$ cat src/rtl/minterm_sweeper.sv
// minterm_sweeper: drives a 3-input function through all 8 minterms, captures its truth table and checks it
// Ports: clk, rst_n (async active-low), start (sweep request, IDLE only), s (function output)
//        x/y/z (current minterm), busy (sweeping), done (1-cycle completion pulse),
//        table_out (captured table, bit i = s at minterm i), pass (table_out == EXPECT), err_count (mismatching bits)
// Option: define MINTERM_SWEEP_GRAY_EN to visit minterms in Gray order (results still stored by minterm value)
module minterm_sweeper #(
    parameter int         SETTLE = 2,
    parameter logic [7:0] EXPECT = 8'h45
) (
    input  logic       clk,
    input  logic       rst_n,
    input  logic       start,
    input  logic       s,
    output logic       x,
    output logic       y,
    output logic       z,
    output logic       busy,
    output logic       done,
    output logic [7:0] table_out,
    output logic       pass,
    output logic [3:0] err_count
);
    typedef enum logic [1:0] {IDLE, SWEEP, DONE} state_t;
    state_t state, state_nxt;
    logic [2:0] idx, mt;
    logic [3:0] cnt;
    logic       last;
    logic [7:0] tbl_nxt;
`ifdef MINTERM_SWEEP_GRAY_EN
    assign mt = idx ^ (idx >> 1);
`else
    assign mt = idx;
`endif
    assign last = cnt == 4'(SETTLE - 1);
    // table including the sample taken this cycle, so pass can be registered on entry to DONE
    always_comb begin
        tbl_nxt     = table_out;
        tbl_nxt[mt] = s;
    end
    always_ff @(posedge clk or negedge rst_n)
        if (!rst_n) state <= IDLE;
        else        state <= state_nxt;
    always_comb begin
        state_nxt = state;
        busy      = 1'b0;
        done      = 1'b0;
        {x, y, z} = 3'b000;
        case (state)
            IDLE:    state_nxt = start ? SWEEP : IDLE;
            SWEEP: begin
                busy      = 1'b1;
                {x, y, z} = mt;
                state_nxt = (last && idx == 3'd7) ? DONE : SWEEP;
            end
            DONE: begin
                done      = 1'b1;
                state_nxt = IDLE;
            end
            default: state_nxt = IDLE;
        endcase
    end
    always_ff @(posedge clk or negedge rst_n) begin
        if (!rst_n) begin
            idx       <= '0;
            cnt       <= '0;
            table_out <= '0;
            pass      <= 1'b0;
            err_count <= '0;
        end else if (state == IDLE && start) begin
            idx       <= '0;
            cnt       <= '0;
            table_out <= '0;
            pass      <= 1'b0;
            err_count <= '0;
        end else if (state == SWEEP) begin
            if (last) begin
                table_out <= tbl_nxt;
                cnt       <= '0;
                idx       <= idx + 3'd1;
                if (s != EXPECT[mt]) err_count <= err_count + 4'd1;
                if (idx == 3'd7) pass <= tbl_nxt == EXPECT;
            end else begin
                cnt <= cnt + 4'd1;
            end
        end
    end
endmodule

$ cat config.mk
export PLATFORM = sky130hd
export DESIGN_NAME = minterm_sweeper
export DESIGN_NICKNAME = d
export VERILOG_FILES = /design/src/rtl/minterm_sweeper.sv
export SDC_FILE = /design/constraint.sdc
export NUM_CORES = 1
export LEC_CHECK = 0
export CAP_MARGIN = 20
export CORE_UTILIZATION = 52
export CTS_CLUSTER_SIZE = 24
export DETAILED_ROUTE_END_ITERATION = 8
export GPL_TIMING_DRIVEN = 1
export PLACE_DENSITY = 0.81
export SLEW_MARGIN = 10
export SYNTH_ARGS = -nofsm -noshare
export SYNTH_HDL_FRONTEND = slang
export SYNTH_SLANG_ARGS = --single-unit
export TNS_END_PERCENT = 10
$ cat constraint.sdc
create_clock -name clk -period 2.5 [get_ports clk]
set_input_delay 0.5 -clock clk [delete_from_list [all_inputs] [get_ports clk]]
set_output_delay 0.5 -clock clk [all_outputs]
set_load 0.05 [all_outputs]
==> flow_metrics.env <==
export IMPL_post_cts_setup_buffer_count=0
export IMPL_portBuffers=21
export IMPL_ys_flop_type="dfrtp_1"
export IMPL_p_int_uw=1160
export IMPL_initial_utilization_pct=57.4
export IMPL_htree_levels=1
export IMPL_tightest_slew_ps=502
export IMPL_hold_viol=0
export IMPL_power_density_mw_per_mm2=1450
export IMPL_cts_hold_buffers=0
export IMPL_fmax_ghz=0.420
export IMPL_fp_coreArea_sq_mm=0.00230
export IMPL_pwr_share_clk_pct=11.6
export IMPL_highest_layer="met4"
export IMPL_final_max_slew_violation_count=0
export IMPL_synth_top_cell_by_area="dfrtp_1"
export IMPL_ys_seq_elements=22
export IMPL_critPathBufInv=2
export IMPL_numCtsBuffers=3
export IMPL_critPathKind="flip-flop to output port"
export IMPL_grt_antenna_before_repair=0
export IMPL_area_growth_pct=23.8
export IMPL_p_sw_share_pct=50.9
export IMPL_timing_setup_tns_ps=0
export IMPL_worstPathRequired_ps=2000
export IMPL_slowest_delay_ps=820
export IMPL_yosysSeqAreaShare_pct=41.8
export IMPL_clock_latency_ps=320
export IMPL_cp_end_kind="output port"
export IMPL_synth_top_area_share_pct=41.8
export IMPL_fin_ws_ps=119
export IMPL_drc=0
export IMPL_grt_pass1_vias=1198
export IMPL_grtUsageTotal_pct=27.5
export IMPL_synth_area_sq_mm=0.00132
export IMPL_switchingPower_uw=1210
export IMPL_wl_met3_um=204
export IMPL_overflow=0
export IMPL_met1_length_um=1380
export IMPL_cp_cell_sequence="nand2b_1 -> clkinv_1 -> clkdlybuf4s50_1"
export IMPL_critPathSlowestCell="clkdlybuf4s50_1"
export IMPL_worstPathArrival_ps=1880
export IMPL_clockBufferDepth=2
export IMPL_clock_skew_ps=4.30
export IMPL_cts_tree="yes"
export IMPL_cts_resized=2
export IMPL_ant_nets=0
export IMPL_hold_path_class="input pin to async pin"
export IMPL_clk_pin_slew_ps=130
export IMPL_maxCapViolCount=0
export IMPL_vias=1238
export IMPL_avgRoutedWirePerCell_um=15.5
export IMPL_synth_cells=149
export IMPL_die_area_sq_mm=0.00274
export IMPL_preCtsSetupSlack_ps=50.1
export IMPL_fin_crit_ps=2380
export IMPL_rsz0062_at_grt="no"
export IMPL_p_leak_uw=0.000686
export IMPL_gp_congestion=0.825
export IMPL_syn_num_nets=159
export IMPL_synth_edf_count=0
export IMPL_cts_root_buf="clkbuf_4"
export IMPL_crit_family="buffers and inverters"
export IMPL_nNetsFinal=185
export IMPL_ys_warn_count=0
export IMPL_wl_um=3130
export IMPL_pin_count=22
export IMPL_seqPwrFrac_pct=29.2
export IMPL_viasPerCell=6.13
export IMPL_placed_area_sq_mm=0.00158
export IMPL_start_kind="flip-flop"
export IMPL_diodes=0
export IMPL_synth_cell_type_count=40
export IMPL_rows=17
export IMPL_clkSinkCount=22
export IMPL_design_area_sq_mm=0.00163
export IMPL_grt_max_degree=23
export IMPL_vdd_drop_max_mv=0.924
export IMPL_slew_headroom_pct=66.4
export IMPL_drtPass1Iterations=4
export IMPL_chipHeight_um=52.3
export IMPL_synthArstFlopShare_pct=100
export IMPL_drive_gt1_share_pct=11.5
export IMPL_avgSynthCellArea_sq_um=8.84
export IMPL_path_max_fanout=8
export IMPL_grt_pass1_wl_um=5460
export IMPL_met2_length_um=1470
export IMPL_synth_area_top_cells="dfrtp_1 42%, o21ai_0 10%, ha_1 5.7%, nand2_1 3.1%, a31oi_1 2.8%"
export IMPL_die_x_um=52.3
export IMPL_timing_final_crit_share_pct=95.2
export IMPL_comb_power_share_pct=59.1
export IMPL_drt_iter0_drc=48
export IMPL_status="completed"
export IMPL_hpwl_um=2250
export IMPL_setup_viol=0
## sequential cells by signal (all words and copies together) (netlist names)
| signal | cells |
|---|---|
| pass | 1 |
| state | 2 |
| idx | 3 |
| err_count | 4 |
| cnt | 4 |
| table_out | 8 |
## metrics by stage
stage	hold slack (ps)	std cells	total power [uW]	utilization [%]
2_1_floorplan	204	149	1680	-
3_5_place_dp	538	198	2090	68.7
5_1_grt	553	202	2540	71.0
6_report	516	202	2370	71.0
4_1_cts	524	202	2370	71.0
3_3_place_gp	493	198	2040	68.7
## final timing paths
| path | end | slack, ps | cells after the start | start |
|---|---|---|---|---|
| worst min-delay path | state[0] | 520 | 2 | rst_n |
| worst max register to register | pass | 370 | 6 | idx[0] |
| worst min register to register | err_count[0] | 560 | 1 | err_count[0] |
| min in group clk | err_count[0] | 560 | 1 | err_count[0] |
| max in group asynchronous | idx[2] | 1750 | 2 | rst_n |
| worst max-delay path | busy | 120 | 3 | state[1] |
## area by class of cell
type | count | area (sq um)
Sequential cell | 22 | 552
Tap cell | 28 | 35.0
Fill cell | 190 | 666
Timing Repair Buffer | 29 | 264
Clock inverter | 1 | 30.0
Multi-Input combinational cell | 112 | 702
Clock buffer | 3 | 22.5
Inverter | 7 | 26.3
## cells in the mapped netlist (2+ instances only)
cell	count
a211oi_1	3
a21oi_1	7
a31oi_1	6
and2_1	3
buf_2	4
clkbuf_1	3
dfrtp_1	22
ha_1	6
inv_1	6
nand2_1	11
nand2b_1	2
nand3_1	3
nand4_1	2
nor2_1	10
nor3_1	2
nor4_1	3
nor4b_1	2
o21a_1	2
o21ai_0	27
o31ai_1	2
o32ai_1	2
or3_1	2
xnor2_1	2
## routing by layer
| layer | vias to the layer above | GRT usage (%) |
|---|---|---|
| li1 | 595 | - |
| met4 | 0 | 13.6 |
| met3 | 8 | 2.90 |
| met1 | 587 | 36.6 |
| met2 | 48 | 44.1 |
| met5 | - | 0 |
## placed cells by master (no fill, tap or decap), types with 2 or more instances in the layout
| cell type | count |
|---|---|
| nor4b_1 | 2 |
| a211oi_1 | 3 |
| clkbuf_4 | 3 |
| inv_1 | 6 |
| clkdlybuf4s50_1 | 18 |
| nor3_1 | 2 |
| nand2b_1 | 2 |
| nor2_1 | 10 |
| o21a_1 | 2 |
| ha_1 | 6 |
| or3_1 | 2 |
| xnor2_1 | 2 |
| a31oi_1 | 6 |
| and2_1 | 3 |
| a21oi_1 | 7 |
| o31ai_1 | 2 |
| dfrtp_1 | 21 |
| o32ai_1 | 2 |
| o21ai_0 | 27 |
| nand2_1 | 11 |
| buf_4 | 10 |
| nand3_1 | 3 |
| nor4_1 | 3 |
| nand4_1 | 2 |
## power by group through the flow
stage          sequential, uW  combinational (uW)  clock (uW)
2_1_floorplan             899                 777           0
3_3_place_gp              680                1360           0
3_5_place_dp              691                1400           0
4_1_cts                   688                1400         284
5_1_grt                   719                1530         297
6_report                  693                1400         276
## logic make-up after synthesis
| logic type | count (synthesis) | share of synthesized area [%] |
|---|---|---|
| simple gates | 51 | 22.4 |
| compound gates | 50 | 21.6 |
| flops | 22 | 41.8 |
| buf+inv | 15 | 4.94 |
| fa+ha+maj | 6 | 5.70 |
| xor+xnor | 3 | 1.99 |
| mux | 2 | 1.61 |
No activity file was read; power rests on OpenSTA's default activity.
